File: config.mk
export PLATFORM = sky130hd
export DESIGN_NAME = regression_sequencer
export DESIGN_NICKNAME = d
export VERILOG_FILES = /design/src/rtl/regression_pkg.sv /design/src/rtl/regression_sequencer_edge_detect.sv /design/src/rtl/regression_sequencer.sv
export SDC_FILE = /design/constraint.sdc
export NUM_CORES = 1
export LEC_CHECK = 0
export ABC_AREA = 1
export CAP_MARGIN = 40
export CORE_ASPECT_RATIO = 1.1
export CORE_MARGIN = 5
export CORE_UTILIZATION = 30
export CTS_CLUSTER_DIAMETER = 80
export DETAILED_ROUTE_END_ITERATION = 6
export GPL_TIMING_DRIVEN = 0
export PLACE_DENSITY = 0.64
export SLEW_MARGIN = 20
export SYNTH_ARGS = -nofsm -noshare
export SYNTH_HDL_FRONTEND = slang
export SYNTH_SLANG_ARGS = --single-unit
File: constraint.sdc
create_clock -name clk -period 1.4 [get_ports clk]
set_input_delay 0.42 -clock clk [delete_from_list [all_inputs] [get_ports clk]]
set_output_delay 0.42 -clock clk [all_outputs]
set_load 0.02 [all_outputs]
File: src/rtl/regression_pkg.sv
// Shared state encoding for the least-squares regression sequencer.
package regression_pkg;

  localparam int STAGE_W = 3;

  typedef enum logic [STAGE_W-1:0] {
    IDLE = 3'd0,
    TR   = 3'd1,
    MUL  = 3'd2,
    INV  = 3'd3,
    FIN  = 3'd4,
    DONE = 3'd5,
    ERR  = 3'd6
  } state_t;

endpackage

File: src/rtl/regression_sequencer_edge_detect.sv
// Registered rising-edge detector; the output is combinational off the
// live input so a start can be issued in the same cycle the edge appears.
module edge_detect (
  input  logic clk,
  input  logic rst,
  input  logic sig,
  output logic rise
);

  logic sig_d;

  always_ff @(posedge clk) begin
    if (rst) sig_d <= 1'b0;
    else     sig_d <= sig;
  end

  assign rise = sig & ~sig_d;

endmodule

File: src/rtl/regression_sequencer.sv
// Sequences transpose -> {X^T*X, X^T*y} -> 2x2 inverse -> final multiply.
// Define SEQ_TIMEOUT_EN to enable the per-stage watchdog (error_timeout).
module regression_sequencer
  import regression_pkg::*;
#(
  parameter int CNT_WIDTH = 16,
  parameter int TIMEOUT   = 64
) (
  input  logic                 clk,
  input  logic                 rst,
  input  logic                 go,
  input  logic                 ack,
  input  logic                 done_tr,
  input  logic                 done_xtx,
  input  logic                 done_xty,
  input  logic                 done_inv,
  input  logic                 invalid,
  input  logic                 done_fin,
  output logic                 start_tr,
  output logic                 start_mul,
  output logic                 start_inv,
  output logic                 start_fin,
  output logic                 busy,
  output logic                 result_valid,
  output logic                 error_det,
  output logic                 error_timeout,
  output logic [STAGE_W-1:0]   stage,
  output logic [CNT_WIDTH-1:0] cycles
);

`ifdef SEQ_TIMEOUT_EN
  localparam bit WD_EN = 1'b1;
`else
  localparam bit WD_EN = 1'b0;
`endif
  localparam logic [CNT_WIDTH-1:0] WD_LIMIT = CNT_WIDTH'(TIMEOUT - 1);

  state_t state, state_n;
  logic rise;
  logic got_xtx, got_xty, got_inv, inv_bad, inv_started;
  logic [CNT_WIDTH-1:0] cyc_cnt, wd_cnt;
  logic tr_c, mul_c, inv_c, fin_c;
  logic clr_flags, start_run, det_fail, to_timeout;
  logic timeout_hit, inv_seen, inv_is_bad;

  edge_detect u_go_edge (
    .clk  (clk),
    .rst  (rst),
    .sig  (go),
    .rise (rise)
  );

  assign busy        = (state == TR) || (state == MUL) || (state == INV) || (state == FIN);
  assign timeout_hit = WD_EN && busy && (wd_cnt == WD_LIMIT);
  // The inverse may finish while the X^T*y product is still outstanding in MUL.
  assign inv_seen    = got_inv | done_inv;
  assign inv_is_bad  = got_inv ? inv_bad : invalid;

  always_ff @(posedge clk) begin
    if (rst) begin
      state         <= IDLE;
      got_xtx       <= 1'b0;
      got_xty       <= 1'b0;
      got_inv       <= 1'b0;
      inv_bad       <= 1'b0;
      inv_started   <= 1'b0;
      cyc_cnt       <= '0;
      wd_cnt        <= '0;
      result_valid  <= 1'b0;
      error_det     <= 1'b0;
      error_timeout <= 1'b0;
    end else begin
      state <= state_n;
      if (clr_flags) begin
        got_xtx     <= 1'b0;
        got_xty     <= 1'b0;
        got_inv     <= 1'b0;
        inv_bad     <= 1'b0;
        inv_started <= 1'b0;
      end else begin
        if (state == MUL && done_xtx) got_xtx <= 1'b1;
        if (state == MUL && done_xty) got_xty <= 1'b1;
        if (inv_c) inv_started <= 1'b1;
        if (done_inv && ((state == MUL && inv_started) || state == INV)) begin
          got_inv <= 1'b1;
          inv_bad <= invalid;
        end
      end
      if (start_run)                  cyc_cnt <= '0;
      else if (busy && cyc_cnt != '1) cyc_cnt <= cyc_cnt + 1'b1;
      if (state_n != state) wd_cnt <= '0;
      else if (busy)        wd_cnt <= wd_cnt + 1'b1;
      result_valid <= (state_n == DONE);
      // Error flags latch their cause on ERR entry and clear on any exit.
      if (state_n != ERR) begin
        error_det     <= 1'b0;
        error_timeout <= 1'b0;
      end else if (state != ERR) begin
        error_det     <= det_fail;
        error_timeout <= to_timeout;
      end
    end
  end

  always_comb begin
    state_n    = state;
    tr_c       = 1'b0;
    mul_c      = 1'b0;
    inv_c      = 1'b0;
    fin_c      = 1'b0;
    clr_flags  = 1'b0;
    start_run  = 1'b0;
    det_fail   = 1'b0;
    to_timeout = 1'b0;
    case (state)
      IDLE: if (rise) begin
        state_n   = TR;
        tr_c      = 1'b1;
        start_run = 1'b1;
      end
      TR: if (done_tr) begin
        state_n   = MUL;
        mul_c     = 1'b1;
        clr_flags = 1'b1;
      end
      MUL: begin
        if ((got_xtx | done_xtx) && !inv_started) inv_c = 1'b1;
        if ((got_xtx | done_xtx) && (got_xty | done_xty)) state_n = INV;
      end
      INV: if (inv_seen) begin
        if (inv_is_bad) begin
          state_n  = ERR;
          det_fail = 1'b1;
        end else if (got_xty) begin
          state_n = FIN;
          fin_c   = 1'b1;
        end
      end
      FIN: if (done_fin) state_n = DONE;
      DONE, ERR: begin
        if (rise) begin
          state_n   = TR;
          tr_c      = 1'b1;
          start_run = 1'b1;
        end else if (ack) begin
          state_n = IDLE;
        end
      end
      default: state_n = IDLE;
    endcase
    // Forward progress in the same cycle wins over the watchdog.
    if (timeout_hit && state_n == state) begin
      state_n    = ERR;
      inv_c      = 1'b0;
      to_timeout = 1'b1;
    end
  end

  assign start_tr  = tr_c  & ~rst;
  assign start_mul = mul_c & ~rst;
  assign start_inv = inv_c & ~rst;
  assign start_fin = fin_c & ~rst;
  assign stage     = state;
  assign cycles    = cyc_cnt;

endmodule

==> results_dict.tcl, run 1 <==
set metrics [dict create \
    worstHoldPathCells 2 \
    multi_input_area_sq_um 1030 \
    worstRegToRegCells 9 \
    yosysWarnings 0 \
    diodes 0 \
    nets 321 \
    drt-pass1-iter-count 4 \
    synth_edf_count 0 \
    syn_area_sq_um 1540 \
    highest_layer "met4" \
    synth_top_area_share 0.352 \
    power.switching_uw 592 \
    fp-row-count 27 \
    power.density_nw_per_um2 754 \
    status "finished with violations" \
    grt_start_max_net_pins 16 \
    period_minus_slack_ns 1.74 \
    register_area_sq_um 589 \
    comb_power_share 0.297 \
    dpl.hpwl_um 3000 \
    cts_sinks 27 \
    wl_met1_um 1860 \
    slew_violations 0 \
    period_share 1.25 \
    yosysSeqAreaShare 0.352 \
    drt_iter0_markers 77 \
    postPlaceCellArea_sq_um 2030 \
    io_buffers 35 \
    cts-root-buf "clkbuf_8" \
    cts_max_level 1 \
    syn-num-nets 255 \
    regToRegStartpoint "stage[0]" \
    ant_nets 0 \
    hold_class "flop to flop" \
    viasPerCell 4.78 \
    hold_path.startpoint "inv_bad" \
    peakVddDrop_uv 460 \
    synthCells 244 \
    die_h_um 85.1 \
    clockPowerShare 0.260 \
    cts_tree "built" \
    cts_made_buffers 3 \
    power.internal_mw 1.24 \
    start_kind "flop" \
    p_leak_nw 0.969 \
    grt_usage 0.144 \
    setup_tns_ns -2.68 \
    antenna_found_initial 0 \
    yosys_register_bits 27 \
    violations "negative setup slack" \
    synth.most_common_cell "nand2_1" \
    first_global_vias 1819 \
    final_area_sq_um 2430 \
    skew_ns 0.00864 \
    syn_area_per_cell_sq_um 6.30 \
    path_cells "inv_4, nor3_4, nand2_4, nor3_4, buf_6" \
    synth_top_cells_by_count "nand2_1, nor2_1, dfxtp_1, inv_1, a21oi_1" \
    io_pins 37 \
    hold_viol 0 \
    critPathCaptureType "output pin" \
    area_delta_synth_final_pct 58.1 \
    setup_violations 22 \
    wl_per_cell_um 12.3 \
    design.core.area_sq_um 5000 \
    fin_ws_ns -0.344 \
    whs_endpoint "inv_bad" \
    maxCapViolations 0 \
    drive_gt1_frac 0.395 \
    yosysTopAreaCell "dfxtp_1" \
    synth_flop_cell "dfxtp_1" \
    drc 0 \
    dieArea_sq_um 6650 \
    clock_path_buffers 2 \
    sw_frac_of_total 0.323 \
    fmax_mhz 573 \
    yosysUniqueCellTypes 26 \
    grt_pass1_wl_um 7900 \
    routed_wirelength_um 4500 \
    power.total_mw 1.83 \
    seq_power_share 0.443 \
    fillerInstances 526 \
    start_util 0.307 \
    cp_slowest_stage_delay_ns 0.41 \
    wl_met3_um 267 \
    rsz0062_at_grt "yes" \
    clock_latency_ns 0.28 \
    async_reset_ff_frac 0 \
    crit_arrival_ns 1.32 \
    r2r-end "cycles[4]" \
    crit_top_cell "nor3_4" \
    slowest_stage "dfxtp_4" \
    vias 1753 \
    r2r_slack_ns -0.10 \
    finish.utilization 0.486 \
    fin_hold_ws_ns 0.468 \
    die_w_um 78.2 \
    gp_congestion 0.809 \
    worstSetupPathType "flop to output pin" \
    path_clk_slew_ns 0.10 \
    synthTopCellsByArea "dfxtp_1, nand2_1, nor2_1, inv_1, a21oi_1" \
    critPathRequiredTime_ns 0.98 \
    wl_met2_um 2310 \
    crit_fanout 5 \
    grt-ovfl-total 0 \
]
==> sequential cells by signal (all words and copies together), names as in the netlist <==
register         flops
got_xtx              1
cycles              16
got_xty              1
inv_bad              1
got_inv              1
inv_started          1
error_det            1
result_valid         1
u_go_edge.sig_d      1
stage                3
==> layout by cell type (no fill, tap or decap), drive strengths merged, types with 2 or more instances in the layout <==
cell type / n
or2: 2
dlygate4sd2: 7
nand2: 78
buf: 44
xor2: 3
o21ai: 13
dfxtp: 27
inv: 29
clkdlybuf4s15: 10
a21oi: 18
clkdlybuf4s50: 3
nand3: 12
nor2: 39
xnor2: 4
nor3: 2
clkbuf: 4
nand4: 8
==> layout make-up <==
type,instances,area share
multi-input cells,184,0.423
flip-flops and latches,27,0.243
repair buffers,61,0.219
inverters,29,0.0489
well taps,58,0.0299
clock buffers,3,0.0170
plain buffers,4,0.0170
clock inverters,1,0.00206
==> what timing repair did <==
item,CTS,global route
setup endpoints to repair,49,36
hold buffers,0,0
buffers inserted,28,5
cloned,1,0
resized for setup,146,27
pin swaps,19,3
==> logic make-up (layout without fill, tap and decap cells) <==
kind of cell / count (synthesis) / count (layout) / share of synthesized area
flip-flops: 27 / 27 / 0.352
XOR/XNOR: 7 / 7 / 0.0399
buffers and inverters: 33 / 98 / 0.0936
AND/OR/NAND/NOR: 142 / 142 / 0.384
other: 1 / 1 / 0.00244
AO/OA/AOI/OAI: 33 / 33 / 0.120
adder cells (fa/ha/maj): 1 / 1 / 0.00814
==> power groups by stage <==
| stage | clock network (mW) | logic [mW] | registers [mW] |
|---|---|---|---|
| after floorplan | 0 | 0.204 | 0.852 |
| after global placement | 0 | 0.348 | 0.841 |
| after detailed placement | 0 | 0.348 | 0.841 |
| after CTS | 0.483 | 0.501 | 0.816 |
| after global routing | 0.510 | 0.598 | 0.813 |
| final | 0.476 | 0.545 | 0.810 |
==> stage by stage <==
step	std cells	worst slack, ns
6_report	367	-0.344
5_1_grt	367	-0.409
4_1_cts	362	-0.348
3_5_place_dp	337	-1.04
2_1_floorplan	244	-0.110
3_3_place_gp	337	-1.05
==> routing by layer <==
layer | track usage | vias to the layer above
met5 | 0 | -
met4 | 0.0493 | 0
met3 | 0.0361 | 8
met2 | 0.262 | 47
met1 | 0.162 | 787
li1 | - | 911
==> worst max-delay path by stage <==
stage              from   endpoint  slack (ns)  cells after the start
2_1_floorplan  stage[0]  start_fin       -0.11                      4
5_1_grt        stage[1]  start_inv       -0.41                      5
3_3_place_gp        rst  start_fin       -1.05                      3
4_1_cts        stage[0]  start_fin       -0.35                      5
6_report       stage[1]  start_inv       -0.34                      5
3_5_place_dp        rst  start_fin       -1.04                      3
==> critical path: cells and delay by family, from the launching register on <==
kind          cells  cell delay [ns]
simple gates      3             0.44
buf+inv           2             0.20
flops             1             0.41
(Power assumes the default switching activity.)
==> run 2, diff against run 1 <==
--- a/config.mk
+++ b/config.mk
@@ -6,7 +6,7 @@
 export NUM_CORES = 1
 export LEC_CHECK = 0
 export ABC_AREA = 1
-export CAP_MARGIN = 40
+export CAP_MARGIN = 20
 export CORE_ASPECT_RATIO = 1.1
 export CORE_MARGIN = 5
 export CORE_UTILIZATION = 30
==> results of run 2 <==
The final DEF is identical to that of run 1; final timing and power are the same.
==> run 3, diff against run 2 <==
==> constraint.sdc (replaced) <==
create_clock -name clk -period 1.55 [get_ports clk]
set_input_delay 0.465 -clock clk [delete_from_list [all_inputs] [get_ports clk]]
set_output_delay 0.465 -clock clk [all_outputs]
set_load 0.02 [all_outputs]
==> run 3 against run 2 <==
The run still ends with negative setup slack left. Non-clock buffer count fell by 8. Sequential power fell by 8.3%. Die area did not move. Setup slack improved by 0.095 ns. Register-to-register slack barely moved. Cell count fell by 2.2%. Worst hold slack got worse by 0.0014 ns. First-iteration DRC count rose by 1.3%. Core utilization fell by 3.3 points. Largest power group unchanged. Highest routed layer unchanged.
==> results_dict.tcl, run 3 (synthesis gave the netlist of run 1 again) <==
set metrics [dict create \
    io_pins 37 \
    hold_class "flop to flop" \
    dieArea_sq_um 6650 \
    cts_max_level 1 \
    setup_violations 7 \
    finish.utilization 0.453 \
    worstRegToRegCells 11 \
    maxCapViolations 0 \
    whs_endpoint "inv_bad" \
    grt-ovfl-total 0 \
    wl_per_cell_um 11.5 \
    fin_ws_ns -0.249 \
    p_leak_nw 0.929 \
    diodes 0 \
    clock_path_buffers 2 \
    critPathRequiredTime_ns 1.08 \
    ant_nets 0 \
    crit_fanout 6 \
    viasPerCell 4.73 \
    first_global_vias 1607 \
    drt_iter0_markers 78 \
    start_util 0.307 \
    crit_arrival_ns 1.33 \
    status "finished with violations" \
    cts_sinks 27 \
    dpl.hpwl_um 2930 \
    sw_frac_of_total 0.313 \
    critPathCaptureType "output pin" \
    final_common_cell "nand2_1" \
    largest_reg_flops 16 \
    cts_tree "built" \
    gp_congestion 0.833 \
    fmax_mhz 556 \
    postCtsHoldBufs 0 \
    fillerInstances 552 \
    power.density_nw_per_um2 686 \
    hold_path.startpoint "inv_bad" \
    skew_ns 0.00464 \
    worstHoldPathCells 2 \
    io_buffers 35 \
    regToRegStartpoint "stage[0]" \
    period_share 1.16 \
    r2r_slack_ns -0.09 \
    period_minus_slack_ns 1.80 \
    peakVddDrop_uv 384 \
    seq_power_share 0.478 \
    path_clk_slew_ns 0.10 \
    fin_hold_ws_ns 0.467 \
    grt_pass1_wl_um 7040 \
    nets 313 \
    start_kind "flop" \
    die_w_um 78.2 \
    fp-row-count 27 \
    clockPowerShare 0.274 \
    drive_gt1_frac 0.259 \
    cts-root-buf "clkbuf_8" \
    cts_made_buffers 3 \
    r2r-end "result_valid" \
    rsz0062_at_grt "yes" \
    power.internal_mw 1.07 \
    hold_viol 0 \
    worstSetupPathType "flop to output pin" \
    grt_start_max_net_pins 17 \
    die_h_um 85.1 \
    vias 1697 \
    routed_wirelength_um 4120 \
    antenna_found_initial 0 \
    slew_violations 0 \
    area_delta_synth_final_pct 47.3 \
    comb_power_share 0.248 \
    power.switching_uw 487 \
    grt_usage 0.128 \
    design.core.area_sq_um 5000 \
    mostFrequentLayoutCells "nand2_1, nor2_1, inv_1, buf_4, a21oi_1" \
    clock_latency_ns 0.28 \
    drc 0 \
    violations "negative setup slack" \
    drt-pass1-iter-count 4 \
]
==> run 3: cell count changes in the layout (fill, tap and decap cells not counted), sizes merged <==
cell           previous run  this run
clkinvlp                  0         1
dlygate4sd2               7        15
clkinv                    1         0
clkdlybuf4s15            10        11
buf                      44        27
==> run 3: per-layer routing <==
metal,track usage,wire length [um],up-vias
met3,0.0276,229,2
met1,0.147,1730,759
met5,0,0,-
met4,0.0302,15,0
met2,0.239,2140,52
li1,-,-,884
==> run 3: worst max-delay path by stage <==
| stage | start | to | slack (ns) | cells after the start |
|---|---|---|---|---|
| 2_1_floorplan | stage[0] | start_fin | -0.005 | 4 |
| 3_5_place_dp | rst | start_fin | -0.97 | 3 |
| 3_3_place_gp | rst | start_fin | -0.98 | 3 |
| 4_1_cts | stage[1] | start_inv | -0.27 | 5 |
| 6_report | stage[0] | start_tr | -0.25 | 6 |
| 5_1_grt | stage[0] | start_fin | -0.31 | 5 |
==> run 3: stage by stage <==
step	instances	setup slack [ns]	power (mW)	area, sq um	TNS [ns]
final	359	-0.249	1.55	2260	-1.04
after global routing	359	-0.314	1.65	2260	-1.78
after CTS	354	-0.272	1.54	2170	-0.974
after detailed placement	337	-0.971	1.07	2010	-12.58
after global placement	337	-0.985	1.07	2010	-13.03
after floorplan	244	-0.00519	0.953	1580	-0.00519
==> run 3: power by group through the flow <==
| stage | registers (mW) | logic, mW | clock network [mW] |
|---|---|---|---|
| final | 0.743 | 0.385 | 0.425 |
| after global routing | 0.746 | 0.424 | 0.477 |
| after CTS | 0.744 | 0.358 | 0.440 |
| after detailed placement | 0.758 | 0.316 | 0 |
| after global placement | 0.758 | 0.314 | 0 |
| after floorplan | 0.769 | 0.184 | 0 |
==> run 3: worst max-delay path, stage by stage (launching register included) <==
cell	delay [ns]
dfxtp_4	0.39
inv_2	0.09
nand2_2	0.07
nand2_1	0.09
nand4_1	0.14
nor2_2	0.15
buf_6	0.13
==> run 3: cell type report <==
type                    instances  area [sq um]  area share
inverters                      29           114      0.0503
clock buffers                   3          41.3      0.0182
multi-input cells             184           957       0.423
clock inverters                 1          7.51     0.00332
well taps                      58          72.6      0.0321
flip-flops and latches         27           574       0.254
repair buffers                 53           462       0.204
plain buffers                   4          35.0      0.0155
==> run 3: repair_timing <==
item                                    CTS  global route
buffers inserted                         13             5
pin swaps                                14             6
endpoints found under the setup margin   40            38
resized for setup                        81            29
